--- config.mk ---
export PLATFORM = sky130hd
export DESIGN_NAME = ccx_global_int_gen
export DESIGN_NICKNAME = d
export VERILOG_FILES = /design/src/rtl/ccx_global_int_gen.sv
export SDC_FILE = /design/constraint.sdc
export NUM_CORES = 1
export LEC_CHECK = 0
export ABC_AREA = 1
export BUFFER_PORTS_ARGS = -buffer_cell sky130_fd_sc_hd__buf_4
export CAP_MARGIN = 10
export CORE_MARGIN = 2
export CORE_UTILIZATION = 49
export CTS_BUF_LIST = sky130_fd_sc_hd__clkbuf_4 sky130_fd_sc_hd__clkbuf_8 sky130_fd_sc_hd__clkbuf_16
export CTS_CLUSTER_SIZE = 12
export DETAILED_ROUTE_END_ITERATION = 12
export HOLD_SLACK_MARGIN = 0.08
export PLACE_DENSITY = 0.72
export REMOVE_ABC_BUFFERS = 1
export SLEW_MARGIN = 20
export SYNTH_ARGS = -nofsm -noshare
export SYNTH_HDL_FRONTEND = slang
export SYNTH_SLANG_ARGS = --single-unit
--- constraint.sdc ---
create_clock -name rclk -period 1.6 [get_ports rclk]
set_input_delay 0.16 -clock rclk [delete_from_list [all_inputs] [get_ports rclk]]
set_output_delay 0.16 -clock rclk [all_outputs]
set_load 0.005 [all_outputs]
--- src/rtl/ccx_global_int_gen.sv ---
// rtl/ccx_global_int_gen.sv - CCX global reset / debug-init / scan-enable generator
// Optional build macro: CCX_GLOBAL_INT_GEN_SE_SYNC_EN (two-flop synchronizer on scan_en_in)
module ccx_global_int_gen #(
    parameter int HOLD_CYC    = 16,
    parameter int STAGGER_CYC = 4,
    parameter int CNT_W       = 8
) (
    input  logic rclk,
    input  logic rst,
    input  logic warm_rst_req,
    input  logic dbg_init_req,
    input  logic scan_en_in,
    output logic rst_l,
    output logic adbginit_l,
    output logic se,
    output logic busy,
    output logic seq_done
);

    localparam logic [1:0] ST_ASSERT  = 2'd0;
    localparam logic [1:0] ST_STAGGER = 2'd1;
    localparam logic [1:0] ST_RUN     = 2'd2;
    localparam logic [1:0] ST_DBG     = 2'd3;

    // Terminal counts: compared before increment so the counter never wraps
    localparam logic [CNT_W-1:0] HOLD_TC    = CNT_W'(HOLD_CYC - 1);
    localparam logic [CNT_W-1:0] STAGGER_TC = CNT_W'(STAGGER_CYC - 1);

    logic [1:0]       state_q, state_d;
    logic [CNT_W-1:0] cnt_q, cnt_d;
    logic             rst_l_q, rst_l_d;
    logic             adbginit_l_q, adbginit_l_d;
    logic             seq_done_q, seq_done_d;

    // Next-state and counter; warm reset has priority over debug-init
    always_comb begin
        state_d = state_q;
        case (state_q)
            ST_ASSERT: begin
                if (cnt_q == HOLD_TC) state_d = ST_STAGGER;
            end
            ST_STAGGER: begin
                if (cnt_q == STAGGER_TC) state_d = ST_RUN;
            end
            ST_RUN: begin
                if (warm_rst_req)      state_d = ST_ASSERT;
                else if (dbg_init_req) state_d = ST_DBG;
            end
            ST_DBG: begin
                if (warm_rst_req)          state_d = ST_ASSERT;
                else if (cnt_q == HOLD_TC) state_d = ST_RUN;
            end
            default: state_d = ST_ASSERT;
        endcase

        // Counter idles in RUN, clears on any state change
        if (state_d != state_q)  cnt_d = '0;
        else if (state_q == ST_RUN) cnt_d = cnt_q;
        else                     cnt_d = cnt_q + CNT_W'(1);
    end

    // Output registers decoded from the next state so they change with the state
    always_comb begin
        rst_l_d      = (state_d == ST_RUN) || (state_d == ST_DBG);
        adbginit_l_d = (state_d == ST_STAGGER) || (state_d == ST_RUN);
        seq_done_d   = (state_d == ST_RUN) && (state_q != ST_RUN);
    end

    // State machine and output flops
    always_ff @(posedge rclk) begin
        if (rst) begin
            state_q      <= ST_ASSERT;
            cnt_q        <= '0;
            rst_l_q      <= 1'b0;
            adbginit_l_q <= 1'b0;
            seq_done_q   <= 1'b0;
        end else begin
            state_q      <= state_d;
            cnt_q        <= cnt_d;
            rst_l_q      <= rst_l_d;
            adbginit_l_q <= adbginit_l_d;
            seq_done_q   <= seq_done_d;
        end
    end

`ifdef CCX_GLOBAL_INT_GEN_SE_SYNC_EN
    logic se_meta_q, se_meta_d;
    logic se_q, se_d;

    // Two-flop synchronizer for the asynchronous test-controller scan enable
    always_comb begin
        se_meta_d = scan_en_in;
        se_d      = se_meta_q;
    end

    // Synchronizer flops
    always_ff @(posedge rclk) begin
        if (rst) begin
            se_meta_q <= 1'b0;
            se_q      <= 1'b0;
        end else begin
            se_meta_q <= se_meta_d;
            se_q      <= se_d;
        end
    end
`else
    logic se_q, se_d;

    // Single register on the scan enable request
    always_comb begin
        se_d = scan_en_in;
    end

    // Scan enable flop
    always_ff @(posedge rclk) begin
        if (rst) se_q <= 1'b0;
        else     se_q <= se_d;
    end
`endif

    assign rst_l      = rst_l_q;
    assign adbginit_l = adbginit_l_q;
    assign seq_done   = seq_done_q;
    assign se         = se_q;
    assign busy       = (state_q != ST_RUN);

endmodule

== Yosys cells after proc, flatten, opt, wreduce, memory -nomap -nowiden ==
Cells that the tools add are included.

* Reductions and logical operators: 5
* Eq/ne operators: 10
* Add/sub/neg operators: 1
* Multiplexer cells: 7

{| class="wikitable"
|+ Operators by type and width
! cell !! number
|-
| 2-bit two-way mux || 6
|-
| 8-bit by 1-bit adder with 8-bit output (second input constant) || 1
|-
| 2-bit == test (second input constant) || 4
|-
| 8-bit by 2-bit == test with 1-bit output (second input constant) || 1
|-
| 8-bit by 4-bit == test with 1-bit output (second input constant) || 1
|-
| 2-bit one-hot mux with 4 select lines || 1
|-
| 2-bit by 1-bit == test with 1-bit output (second input constant) || 2
|-
| 2-bit zero test || 1
|-
| 1-bit logical OR || 2
|-
| 2-bit != test || 1
|-
| 2-bit != test (second input constant) || 1
|-
| 2-bit OR reduction || 1
|-
| 1-bit logical AND || 1
|}

* Input port bits: 5
* Logic and storage cells: 29
* Flip-flop bits (word level): 14
* Output and inout bits: 5

== Logic depth before layout (Yosys ltp) ==
* Depth after elaboration: 6
* Depth in mapped cells: 10
* Mapped depth without buffers: 10

== Worst setup path after synthesis ==
Ideal clock, no wire load.

* Path type: register to register
* From: reg cnt_q[0]
* To: reg adbginit_l_q, in the netlist adbginit_l
* Arrival: 1.404 ns
* Stages on the path, launching flop included: 8
* Path slack: 0.087 ns
* Buffers on the path: 0
* Cells stage by stage: dfxtp_1 -> ha_1 -> nand3_1 -> o21ai_0 -> nand3_2 -> ha_1 -> inv_1 -> nor2_1

* Longest elaborated chain between the ends: 6
* Elaborated cells between the ends (all ways): 10
* Those cells by class: eq/ne: 4; mux: 5; reduce/logical: 1

{| class="wikitable"
|+ Ends and longest elaborated chain
! item !! RTL line !! text
|-
| from (decl) || 30 || <nowiki>logic [CNT_W-1:0] cnt_q, cnt_d;</nowiki>
|-
| from (signal assigned) || 79 || <nowiki>cnt_q <= cnt_d;</nowiki>
|-
| 8-bit by 4-bit == test with 1-bit output || 40, 51 ||
|-
| 2-bit two-way mux || 51 || <nowiki>else if (cnt_q == HOLD_TC) state_d = ST_RUN;</nowiki>
|-
| 2-bit two-way mux || 50 || <nowiki>if (warm_rst_req) state_d = ST_ASSERT;</nowiki>
|-
| 2-bit one-hot mux with 4 select lines * || 38 || <nowiki>case (state_q)</nowiki>
|-
| 2-bit by 1-bit == test with 1-bit output or 2-bit == test (tied branches) || 65 || <nowiki>adbginit_l_d = (state_d == ST_STAGGER) || (state_d == ST_RUN);</nowiki>
|-
| 1-bit logical OR * || 65 ||
|-
| via adbginit_l_d || 32 || <nowiki>logic adbginit_l_q, adbginit_l_d;</nowiki>
|-
| to (signal assigned) || 81 || <nowiki>adbginit_l_q <= adbginit_l_d;</nowiki>
|-
| to (decl) || 32 ||
|}

The timed path passes the listed nets; every way through them passes the cells marked *.
A chain may end at the register's enable or synchronous reset.

== Worst setup path after layout ==
* From: reg cnt_q[1]
* To: reg cnt_q[6]

* Longest elaborated chain between the ends: 6
* Elaborated cells between the ends (all ways): 10
* Those cells by class: add/sub: 1; eq/ne: 3; mux: 5; reduce/logical: 1

{| class="wikitable"
|+ Ends and longest elaborated chain
! item !! RTL line !! text
|-
| 8-bit by 4-bit == test with 1-bit output || 40, 51 ||
|-
| 2-bit two-way mux || 51 ||
|-
| 2-bit two-way mux || 50 ||
|-
| 2-bit one-hot mux with 4 select lines || 38 ||
|-
| 2-bit != test || 57 || <nowiki>if (state_d != state_q) cnt_d = '0;</nowiki>
|-
| 2-bit OR reduction (no line) || - ||
|}

Several ways; a longest one is shown, not always the timed one.

==> impl.org <==
** STA
- Setup repair after global routing left no endpoint under its margin.
- In the final timing run, aggregate negative setup slack is 0 ns.
- Worst slew pin tran :: 0.242 ns
- Time the final worst path needs with I/O delays and setup :: 1.50 ns
- Clock Skews :: 0.00803 ns
- Derived from the worst setup path, the maximum achievable clock frequency is 665 MHz.
- Max-Slew Margin vs Limit :: 83.8%
- The hold violation total from the final report was 0.
- The number of slew-limit violations in the final report came to 0.
- Final cycle utilization of the critical path :: 94.1%
- Worst hold slack after final layout :: 0.199 ns
- Endpoints failing setup :: 0

** Clocking
- CTS built an H-tree with a depth of 1.
- CTS tree :: built
- The cell sitting at the root of the clock tree is a sky130_fd_sc_hd__clkbuf_4.
- The clock reaches the later pin of the worst-skew pair after 0.29 ns.
- Counting the buffers created by CTS gives 3.
- Clock tree synthesis found a total of 14 sinks.
- Clock-pin slew on the worst setup and hold paths :: 0.09 ns
- The longest clock path from root to sink contains 2 buffers.
- Count of buffers added by post-CTS timing repair for setup :: 0

** Worst setup path
- Counting both buffers and inverters, the worst setup path holds a total of 1.
- STA classifies the critical path endpoint as a flip-flop.
- The slowest stage of the critical path is the sky130_fd_sc_hd__dfxtp_1 cell.
- The worst register-to-register path begins at cnt_q[1].
- Arrival time worst endpoint :: 1.73 ns
- CP peak stage delay :: 0.37 ns
- At the worst endpoint, the required time is 1.82 ns.
- The endpoint identified for the worst register-to-register timing path is cnt_q[6].
- Critical Path, Cell by Cell :: ha_2, nand2_1, nor2_1, nand4_1, nand2_2, nand3_2, buf_4, nand2_4, nand2_8, nor2_2
- R2r setup slk :: 0.1 ns
- Critical Path Fanout Max :: 8
- Broken down by cell family, the worst path's largest delay share belongs to simple AND/OR/NAND/NOR gates.
- The worst setup path is launched from a flip-flop.
- The setup path with the least slack is of type flip-flop to flip-flop.
- Counting cells, the worst reg-to-reg path comes to 10.

** Floorplan
- Die outline width :: 43.4 um
- Measured along the y axis, the die boundary spans 43.4 um.
- Area of the core :: 1470 um2
- Standard-cell row count :: 14
- Initial Utilization :: 51.6%
- 10 I/O pins were placed.
- The die covers 1880 um2.

** Detailed routing
- In the final routed layout, each cell accounts on average for 10.4 um.
- For this run, the detailed router's first-pass iteration total came to 4.
- Post-detailed-route via-to-cell ratio :: 4.83
- The routed design has 1340 um of wire.
- The final route contains 623 vias.
- The detailed router finished its first iteration with 9 violations.
- Detailed-route DRC error count :: 0
- Final ANT Viol Nets :: 0

** Worst hold path
- For hold timing, the worst endpoint is state_q[1].
- The startpoint identified for the worst hold timing path is warm_rst_req.
- Min-delay worst type :: primary input to flip-flop
- Along the worst hold path, the cell count comes to 3.

** Global route
- For this run, global-route usage on met2 was measured as 27.2%.
- All-Layer GR Usage :: 16.6%
- Antenna violations before repair :: 0
- Summed over all layers, the global routing overflow is 0.
- Maximum number of pins on one net before global-route repair :: 9
- For met3 alone, demand over resource in global routing was 7.50%.
- Global-route wire length before repair :: 2210 um
- Number of global-route vias before repair :: 544
- Met1 track utilization from global routing :: 19.5%
- Global-route layer with the greatest usage :: met2

** Synth
- Ranked by instance count, the synthesized netlist is headed by sky130_fd_sc_hd__nand2_1 (18), sky130_fd_sc_hd__dfxtp_1 (14), sky130_fd_sc_hd__nor2_1 (14).
- The synthesized design devotes to its leading area cell type 36.9% of total area.
- Synthesis-stage register bit count :: 14
- Number of instances in the synthesized netlist :: 96
- The cell area that synthesis handed to floorplanning was 759 um2.
- Yosys instantiated no cell more often than sky130_fd_sc_hd__nand2_1.
- The biggest area contributor in the post-synthesis netlist is sky130_fd_sc_hd__dfxtp_1.
- A synthesized cell averages 7.91 um2.
- During synthesis, Yosys emitted a total of 0 warnings.
- In this run, synthesis inferred 0 flip-flops with an integrated enable.
- Ys async rst share :: 0%
- After synthesis, flip-flops and latches occupy 36.9% of the total area.
- Leading post-synthesis cells by cell area :: sky130_fd_sc_hd__dfxtp_1 (37%), sky130_fd_sc_hd__nand2_1 (8.9%), sky130_fd_sc_hd__nor2_1 (6.9%), sky130_fd_sc_hd__nor2_2 (6.6%), sky130_fd_sc_hd__inv_1 (4.9%)
- In the synthesized netlist the dominant register cell turns out to be sky130_fd_sc_hd__dfxtp_1.
- After synthesis, the netlist uses 21 different library cells.

** Layout
- For this run, the post-layout net count is 121.
- The number of antenna diodes in the final layout is 0.
- Cells fill 62.6% of the core in the end.
- Number of filler instances in the final layout :: 147
- Compared with the post-synthesis result, the final layout area differs by 21.3%.
- Layout cells sized above 1 :: 33.6%

** Pwr
- For this design the ratio of total power to cell area is 741 nW/um2.
- Leakage component of the power :: 0.408 nW
- Across the VDD grid, the largest voltage drop is 0.441 mV.
- The design draws 0.000682 W.

** Placed design
- PortBufs :: 9
- Last weighted congestion value of the routability-driven placer :: 0.776
- Detailed placement HPWL :: 984 um

** Run status
- The flow ran to the end, and the final reports show no timing, DRC or antenna violations.

** Job
- # Max-Cap Violations :: 0
-- worst register-to-register path, delay by kind of cell, from the launching register on --
family	cells	cell delay, ns
AND/OR/NAND/NOR	8	0.70
flip-flops	1	0.37
adder cells (fa/ha/maj)	1	0.23
buffers and inverters	1	0.15
-- logic make-up after synthesis --
logic type      count (synthesis)  share of synthesized area, %
simple gates                   57                          43.2
flops                          14                          36.9
buf+inv                        13                          7.09
xor+xnor                        6                          6.92
compound gates                  4                          2.63
fa+ha+maj                       2                          3.29
-- power breakdown --
part,internal [W],total (W),switching (W)
Sequential,0.000356,0.000362,0.00000561
Clock,0.000139,0.000258,0.000119
Combinational,0.0000303,0.0000623,0.0000321
Total,0.000525,0.000682,0.000157
-- repair_timing --
item                                    CTS  global route
gates resized for setup                   0             2
endpoints found under the setup margin    0            11
endpoints found under the hold margin     4             0
hold buffers                              2             0
-- layout make-up --
| cell class | instances | area [um2] | area share, % |
|---|---|---|---|
| Multi-Input combinational cell | 69 | 428 | 46.5 |
| Sequential cell | 14 | 280 | 30.4 |
| Timing Repair Buffer | 13 | 103 | 11.1 |
| Inverter | 13 | 53.8 | 5.84 |
| Clock buffer | 4 | 36.3 | 3.94 |
| Tap cell | 16 | 20.0 | 2.17 |
-- layer usage --
metal | routed length, um | up-vias
li1 | - | 328
met1 | 610 | 282
met2 | 650 | 9
met3 | 56 | 4
met4 | 19 | 0
met5 | 0 | -
-- worst max path at each step --
stage / startpoint / endpoint / cells past startpoint
final: cnt_q[1] / cnt_q[6] / 10
after global routing: cnt_q[1] / cnt_q[6] / 10
after CTS: cnt_q[1] / cnt_q[6] / 8
after detailed placement: cnt_q[1] / cnt_q[6] / 8
after global placement: cnt_q[1] / cnt_q[0] / 8
after floorplan: cnt_q[0] / adbginit_l / 7
-- registers in the layout, summed over array words and instances, names as in the netlist --
signal / flops
se: 1
adbginit_l: 1
cnt_q: 8
rst_l: 1
state_q: 2
seq_done: 1
-- cells in the final DEF (no fill, tap or decap) --
cell type,count
sky130_fd_sc_hd__a21oi_1,1
sky130_fd_sc_hd__buf_4,11
sky130_fd_sc_hd__clkbuf_4,3
sky130_fd_sc_hd__clkbuf_8,1
sky130_fd_sc_hd__clkinv_4,1
sky130_fd_sc_hd__dfxtp_1,14
sky130_fd_sc_hd__dlygate4sd3_1,2
sky130_fd_sc_hd__ha_1,1
sky130_fd_sc_hd__ha_2,1
sky130_fd_sc_hd__inv_1,10
sky130_fd_sc_hd__inv_2,2
sky130_fd_sc_hd__nand2_1,18
sky130_fd_sc_hd__nand2_2,2
sky130_fd_sc_hd__nand2_4,2
sky130_fd_sc_hd__nand2_8,1
sky130_fd_sc_hd__nand3_1,5
sky130_fd_sc_hd__nand3_2,2
sky130_fd_sc_hd__nand3b_4,1
sky130_fd_sc_hd__nand4_1,1
sky130_fd_sc_hd__nor2_1,14
sky130_fd_sc_hd__nor2_2,8
sky130_fd_sc_hd__nor2_4,2
sky130_fd_sc_hd__o21ai_0,2
sky130_fd_sc_hd__o21ai_1,1
sky130_fd_sc_hd__or2_4,1
sky130_fd_sc_hd__xnor2_1,3
sky130_fd_sc_hd__xor2_1,3
-- metrics by stage --
step | setup slack, ns | cells | area, um2
finish | 0.0951 | 129 | 921
detailed placement | 0.0882 | 123 | 862
global route | 0.00138 | 129 | 921
global placement | 0.127 | 123 | 862
CTS | 0.0427 | 129 | 918
floorplan | 0.0867 | 96 | 759
Note: power is estimated with default switching activity, not from simulation.
